**config.mk**
```make
export PLATFORM = sky130hd
export DESIGN_NAME = fetcher
export DESIGN_NICKNAME = d
export VERILOG_FILES = /design/src/rtl/fetcher_pkg.sv /design/src/rtl/fetcher_icache.sv /design/src/rtl/fetcher.sv
export SDC_FILE = /design/constraint.sdc
export NUM_CORES = 2
export LEC_CHECK = 0
export ABC_AREA = 0
export BUFFER_PORTS_ARGS = -buffer_cell sky130_fd_sc_hd__buf_2
export CAP_MARGIN = 20
export CORE_MARGIN = 1
export CORE_UTILIZATION = 65
export DETAILED_ROUTE_END_ITERATION = 7
export GPL_TIMING_DRIVEN = 0
export MAX_ROUTING_LAYER = met4
export PLACE_DENSITY = 0.93
export SKIP_LAST_GASP = 1
export SLEW_MARGIN = 20
export SYNTH_ARGS = -nofsm -noshare
export SYNTH_HDL_FRONTEND = slang
export SYNTH_SLANG_ARGS = --single-unit
```
**constraint.sdc**
```tcl
create_clock -name clk -period 10.2 [get_ports clk]
set_input_delay 1.02 -clock clk [delete_from_list [all_inputs] [get_ports clk]]
set_output_delay 1.02 -clock clk [all_outputs]
set_load 0.01 [all_outputs]
```
**src/rtl/fetcher_pkg.sv**
```systemverilog
// rtl/fetcher_pkg.sv - shared cache geometry and data-width constants for the fetcher
package fetcher_pkg;

   localparam int DATA_W      = 32;
   localparam int ICACHE_SIZE = 64;
   localparam int INDEX_LSB   = 2;
   localparam int INDEX_MSB   = 7;
   localparam int TAG_LSB     = 8;
   localparam int TAG_MSB     = 31;
   localparam int INDEX_W     = INDEX_MSB - INDEX_LSB + 1;
   localparam int TAG_W       = TAG_MSB - TAG_LSB + 1;

   localparam logic [DATA_W-1:0] ZERO_WORD = '0;

   function automatic logic [INDEX_W-1:0] pc_index(input logic [DATA_W-1:0] pc);
      return pc[INDEX_MSB:INDEX_LSB];
   endfunction

   function automatic logic [TAG_W-1:0] pc_tag(input logic [DATA_W-1:0] pc);
      return pc[TAG_MSB:TAG_LSB];
   endfunction

endpackage

```
**src/rtl/fetcher_icache.sv**
```systemverilog
// rtl/fetcher_icache.sv - direct-mapped tag/data/valid array, combinational lookup, single write port
module fetcher_icache
   import fetcher_pkg::*;
(
   input  logic               clk,
   input  logic               rst,
   input  logic [INDEX_W-1:0] rd_index,
   output logic               rd_valid,
   output logic [TAG_W-1:0]   rd_tag,
   output logic [DATA_W-1:0]  rd_data,
   input  logic               wr_en,
   input  logic [INDEX_W-1:0] wr_index,
   input  logic [TAG_W-1:0]   wr_tag,
   input  logic [DATA_W-1:0]  wr_data
);

   logic [ICACHE_SIZE-1:0] valid;
   logic [TAG_W-1:0]       tags  [ICACHE_SIZE];
   logic [DATA_W-1:0]      words [ICACHE_SIZE];

   always_ff @(posedge clk) begin
      if (rst) begin
         valid <= '0;
      end else if (wr_en) begin
         valid[wr_index] <= 1'b1;
      end
   end

   // Tag and data storage carry no reset; the valid bits alone qualify them.
   always_ff @(posedge clk) begin
      if (wr_en) begin
         tags[wr_index]  <= wr_tag;
         words[wr_index] <= wr_data;
      end
   end

   assign rd_valid = valid[rd_index];
   assign rd_tag   = tags[rd_index];
   assign rd_data  = words[rd_index];

endmodule

```
**src/rtl/fetcher.sv**
```systemverilog
// rtl/fetcher.sv - instruction fetch FSM in front of a 64-word direct-mapped I-cache
module fetcher
   import fetcher_pkg::*;
(
   input  logic              clk,
   input  logic              rst,
   input  logic              ena,
   input  logic [DATA_W-1:0] in_next_pc,
   output logic              out_pc_ena,
   output logic [DATA_W-1:0] out_last_pc,
   output logic [DATA_W-1:0] out_last_inst,
   output logic              out_inst_valid,
   input  logic              in_decode_ready,
   output logic              out_mem_req,
   output logic [DATA_W-1:0] out_mem_addr,
   input  logic              in_mem_ack,
   input  logic [DATA_W-1:0] in_mem_data,
   input  logic              in_clear
);

   typedef enum logic [2:0] {WAIT_PC, LOOKUP, MISS, HOLD, DRAIN} state_t;

   state_t            state, state_next;
   logic [DATA_W-1:0] fetch_pc, last_pc, last_inst;
   logic              line_valid, hit;
   logic [TAG_W-1:0]  line_tag;
   logic [DATA_W-1:0] line_data;
   logic              load_pc, latch_last, deliver, pc_ena, mem_req, cache_wr;

   fetcher_icache icache (
      .clk      (clk),
      .rst      (rst),
      .rd_index (pc_index(fetch_pc)),
      .rd_valid (line_valid),
      .rd_tag   (line_tag),
      .rd_data  (line_data),
      .wr_en    (cache_wr && ena && !rst),
      .wr_index (pc_index(fetch_pc)),
      .wr_tag   (pc_tag(fetch_pc)),
      .wr_data  (in_mem_data)
   );

   assign hit = line_valid && (line_tag == pc_tag(fetch_pc));

   always_comb begin
      state_next = state;
      load_pc    = 1'b0;
      latch_last = 1'b0;
      deliver    = 1'b0;
      pc_ena     = 1'b0;
      mem_req    = 1'b0;
      cache_wr   = 1'b0;
      case (state)
         WAIT_PC: begin
            // A flush here means the PC register changes on this edge, so skip the stale load.
            if (in_clear) begin
               pc_ena = 1'b1;
            end else begin
               load_pc    = 1'b1;
               state_next = LOOKUP;
            end
         end
         LOOKUP: begin
            if (in_clear) begin
               pc_ena     = 1'b1;
               state_next = WAIT_PC;
            end else if (hit) begin
               latch_last = 1'b1;
               if (in_decode_ready) begin
                  deliver    = 1'b1;
                  pc_ena     = 1'b1;
                  state_next = WAIT_PC;
               end else begin
                  state_next = HOLD;
               end
            end else begin
               mem_req    = 1'b1;
               state_next = MISS;
            end
         end
         HOLD: begin
            if (in_clear) begin
               pc_ena     = 1'b1;
               state_next = WAIT_PC;
            end else if (in_decode_ready) begin
               deliver    = 1'b1;
               pc_ena     = 1'b1;
               state_next = WAIT_PC;
            end
         end
         MISS: begin
            mem_req  = 1'b1;
            cache_wr = in_mem_ack;
            if (in_clear) begin
               pc_ena     = 1'b1;
               state_next = in_mem_ack ? WAIT_PC : DRAIN;
            end else if (in_mem_ack) begin
               state_next = LOOKUP;
            end
         end
         DRAIN: begin
            // The outstanding read still targets fetch_pc, so its data is worth keeping.
            mem_req  = 1'b1;
            cache_wr = in_mem_ack;
            pc_ena   = in_clear;
            if (in_mem_ack) begin
               state_next = WAIT_PC;
            end
         end
         default: state_next = LOOKUP;
      endcase
   end

   always_ff @(posedge clk) begin
      if (rst) begin
         state     <= LOOKUP;
         fetch_pc  <= ZERO_WORD;
         last_pc   <= ZERO_WORD;
         last_inst <= ZERO_WORD;
      end else if (ena) begin
         state <= state_next;
         if (load_pc) begin
            fetch_pc <= in_next_pc;
         end
         if (latch_last) begin
            last_pc   <= fetch_pc;
            last_inst <= line_data;
         end
      end
   end

   // Strobes are suppressed while disabled; a request already in flight stays visible.
   assign out_inst_valid = deliver && ena && !rst;
   assign out_pc_ena     = pc_ena && ena && !rst;
   assign out_mem_req    = mem_req && !rst && (ena || state != LOOKUP);
   assign out_mem_addr   = rst ? ZERO_WORD : {fetch_pc[DATA_W-1:2], 2'b00};
   assign out_last_pc    = rst ? ZERO_WORD : ((state == LOOKUP && hit) ? fetch_pc : last_pc);
   assign out_last_inst  = rst ? ZERO_WORD : ((state == LOOKUP && hit) ? line_data : last_inst);

endmodule
```
==> results.toml, run 1 <==
[floorplan]
die_h_um = 474
rows = 172
die_w_um = 474
ios = 169
start_util_pct = 65.6

[logic_synthesis]
synth_top_family_by_area = "multiplexers"
synth-main-ff-cell = "edfxtp_1"
ys_warn_count = 0
async_flop_share_pct = 0
synth-seq-cells = 3753
synth_area_um2 = 145000
netlist_instances = 6559
ys_seq_area_share_pct = 76.7
syn_area_per_cell_um2 = 22.1
synth_fa_ha_area_share_pct = 0
synth_mux_area_share_pct = 17.8
synth.distinct_cells = 80
synth_compound_area_share_pct = 1.77
synthSimpleGateAreaFrac_pct = 2.22
synth_xor_area_share_pct = 0.121
synth-edff-count = 3584

[global_route]
grt_pass1_wl_mm = 1000
track_usage_pct = 71.6
grt_pass1_vias = 103000
gr-total-overflow = 11
grt_max_degree = 71

[place]
port_buffers = 165
gp_congestion = 0.949
post-place-ws_ns = 1.82
dpl-instance-area_um2 = 157000
dpl.hpwl_mm = 381

[run_status]
status = "aborted with a tool error"
failing_step = "5_1_grt"
firstError = "[ERROR GRT-0116] Global routing finished with congestion. Check the congestion regions in the DRC Viewer."

[cts]
cts.sinks = 3753
cts_buffers = 364
clk_path_buf_depth = 4
cts.repair.resized = 0
h-tree-depth = 5
post-cts-setup-buffers = 0
postCtsHoldBufs = 0
root_buffer = "clkbuf_16"
-- Yosys cell counts (all sizes together), types with 14 or more instances --
cell	instances	share of area [%]
o21ba	14	0.097
inv	42	0.11
nor2	199	0.52
mux2i	370	2.6
o21ai	15	0.052
buf	216	0.91
edfxtp	3584	74
nand4	15	0.065
a22oi	103	0.53
mux2	49	0.38
nand2	144	0.37
mux4	954	15
and2	17	0.073
nand3	63	0.22
clkbuf	148	0.39
a221oi	19	0.11
a211oi	18	0.093
a21oi	65	0.22
nand2b	135	0.58
nor3	15	0.052
dfxtp	169	2.3
o22ai	19	0.082
nor2b	26	0.11
-- through the flow --
stage / cells / hold WS (ns)
2_1_floorplan: 6560 / 0.433
3_3_place_gp: 9683 / 0.444
3_5_place_dp: 9982 / 0.475
4_1_cts: 10600 / 0.208
-- kinds of logic after synthesis --
| group | after synthesis |
|---|---|
| DFF | 3753 |
| and+or+nand+nor | 656 |
| buffers and inverters | 406 |
| other | 1 |
| xor gates and xnor gates | 20 |
| AOI/OAI and AO/OA | 350 |
| muxes | 1373 |
-- metal layers --
metal  overflow  GRT usage [%]
met2          5           84.3
met5          -              -
met1          0           67.3
met4          6           69.9
met3          0           61.4
==> run 2, diff against run 1 <==
Settings changed: CORE_UTILIZATION 65 to 40, MAX_ROUTING_LAYER met4 to unset, PLACE_DENSITY 0.93 to unset, PLACE_DENSITY_LB_ADDON set to 0.15.
==> run 2 against run 1 <==
  * The run now ends clean
  * Area after synthesis unchanged
  * Synthesized cell count stayed put
==> results.toml, run 2 <==
[run_status]
status = "completed"

[timing]
clock.fmax_mhz = 106
period_needed_ns = 9.48
fin_skew_ns = 0.0571
finalSetupViolCount = 0
hold_ws_ns = 0.311
rsz0062_at_grt = "false"
slew_viol_final = 0
finalCritPeriodShare_pct = 92.9
max-slew-margin-rel_pct = 18.1
tightest_slew_ns = 1.23
fin_setup_tns_ns = 0
hold_violations = 0
setup_ws_ns = 0.725

[logic_synthesis]
synth.top_cell.area_share_pct = 74.3
async_flop_share_pct = 0
synth.distinct_cells = 80
ys_seq_area_share_pct = 76.7
ys_warn_count = 0
synth-main-ff-cell = "edfxtp_1"
syn_area_per_cell_um2 = 22.1
netlist_instances = 6559
yosys.area.top_type = "edfxtp_1"
synth_common_cells = "edfxtp_1 (3,584), mux4_2 (951), mux2i_1 (370)"
synth.area.top_cells = "edfxtp_1 (74%), mux4_2 (15%), mux2i_1 (2.6%), dfxtp_1 (2.3%), nand2b_1 (0.58%)"
synth-edff-count = 3584
yosysMostFrequentCell = "edfxtp_1"
synth-seq-cells = 3753
synth_area_um2 = 145000

[floorplan]
rows = 220
start_util_pct = 40.3
die_w_um = 604
ios = 169
core_area_um2 = 359000
dieArea_um2 = 364000
die_h_um = 604

[global_route]
gr-total-overflow = 0
grt_max_degree = 69
track_usage_pct = 26.8
grt_pass1_wl_mm = 658
antenna_found_initial = 19
grt_pass1_vias = 75000

[power_and_ir_drop]
swShare_pct = 20.8
p_switching_mw = 6.66
comb_power_share_pct = 2.7
p_leak_nw = 51.5
power.share.sequential_pct = 52.6
power.internal_mw = 25.3
power_per_cell_area_nw_per_um2 = 185
clkPwrFrac_pct = 44.7
vdd_ir_drop_max_mv = 0.159

[setup_path]
worst-path-max-fanout = 10
path_common_cell = "buf_2"
crit_path_max_incr_delay_ns = 0.84
worst_setup_path_end_kind = "output pin"
critPathTopFamily = "buffers and inverters"
cp.arrival_ns = 8.46
required_ns = 9.18
startpoint_type = "register"
path_buf_inv = 10
path_class = "register to output pin"
crit_chain = "buf_2 -> buf_2 -> buf_4 -> buf_2 -> buf_2 -> buf_4 -> mux2i_1 -> a221oi_1 -> o221ai_1 -> xor2_1 -> a31oi_1 -> nor2_1 -> and4_1 -> buf_2 -> buf_6 -> buf_6 -> mux2i_1 -> buf_2"
cp_slowest_cell = "a31oi_1"

[cells_and_area]
fin_area_um2 = 173000
fin_nets = 7553
drive_gt1_share_pct = 31.2
mostFrequentLayoutCell = "edfxtp_1"
largest_reg_flops = 2048
regMostFlops = "icache.words"
layout_common_cells = "edfxtp_1 (3,584), mux4_2 (951), clkbuf_16 (401)"
area_growth_pct = 19.7
reg_top3 = "icache.words: 2048 flops, icache.tags: 1536 flops, icache.valid: 64 flops"
num-fill-cells = 29300

[cts]
postCtsHoldBufs = 0
insertion_delay_ns = 0.97
clk_path_buf_depth = 4
cts_buffers = 392
h-tree-depth = 5
cts.repair.resized = 0
post-cts-setup-buffers = 0
cts.sinks = 3753
cts.clk_slew.worst_paths_ns = 0.06
root_buffer = "clkbuf_16"
cts_tree = "done"

[place]
dpl.hpwl_mm = 340
dpl-instance-area_um2 = 160000
post-place-ws_ns = 1.71
port_buffers = 165
gp_congestion = 0.820

[routing]
avgViaCountPerCell = 6.09
ant_nets = 0
first_pass_iters = 6
wire_per_inst_um = 39.1
drt_iter0_drc = 9717
drc = 0
routed_wl_mm = 493
vias = 76700

[hold_path]
min_from = "in_next_pc[29]"
hold_class = "input pin to register"

[job]
drv_cap = 0
run 2: cell counts after synthesis:
Identical to the previous run, type by type.
run 2: worst paths after layout:
| kind | cells past startpoint | slack (ns) | endpoint |
|---|---|---|---|
| worst min register to register | 2 | 0.47 | icache.valid[34] |
| worst max register to register | 16 | 3.17 | state[1] |
| worst max-delay path | 18 | 0.72 | out_last_inst[10] |
| worst min-delay path | 3 | 0.31 | fetch_pc[29] |
run 2: area by class of cell:
cell class	instances	area, um^2	share of cell area (%)
clock inverter	211	2120	1.22
buffer	364	1950	1.12
antenna	10	25.0	0.0144
timing repair buffer	529	9180	5.29
multi-input combinational	2401	32200	18.6
tap	4773	5970	3.45
inverter	42	158	0.0909
clock buffer	514	10600	6.14
sequential	3753	111000	64.1
run 2: kinds of logic after synthesis:
| group | share of synthesized area (%) |
|---|---|
| buffers and inverters | 1.41 |
| AND/OR/NAND/NOR | 2.22 |
| flip-flops | 76.7 |
| other | 0.00259 |
| AO/OA/AOI/OAI | 1.77 |
| XOR/XNOR | 0.121 |
| multiplexers | 17.8 |
run 2: through the flow:
step	utilization, %	instances	power (mW)
after global routing	48.2	12600	32.7
after global placement	42.2	11500	18.0
after CTS	48.2	12600	32.1
after floorplan	-	6560	17.6
final	48.2	12600	32.0
after detailed placement	44.6	11900	18.0
run 2: per-layer routing:
| metal | routed length (um) | GRT usage [%] |
|---|---|---|
| met1 | 191000 | 35.8 |
| met3 | 40000 | 4.36 |
| met2 | 240000 | 44.2 |
| met4 | 21500 | 9.95 |
| met5 | 32 | 0 |
run 2: power groups by stage:
stage	combinational (mW)	sequential (mW)	clock, mW
final	0.852	16.8	14.3
after global routing	0.886	16.8	15.0
after CTS	0.851	16.8	14.5
after detailed placement	0.850	17.2	0
after global placement	0.781	17.2	0
after floorplan	0.401	17.2	0
run 2: worst min-delay path, cell delays in order:
cell and delay (ns):
buf_2 0.10, nand2_1 0.05, a21oi_1 0.05
No activity file was read; power rests on OpenSTA's default activity.
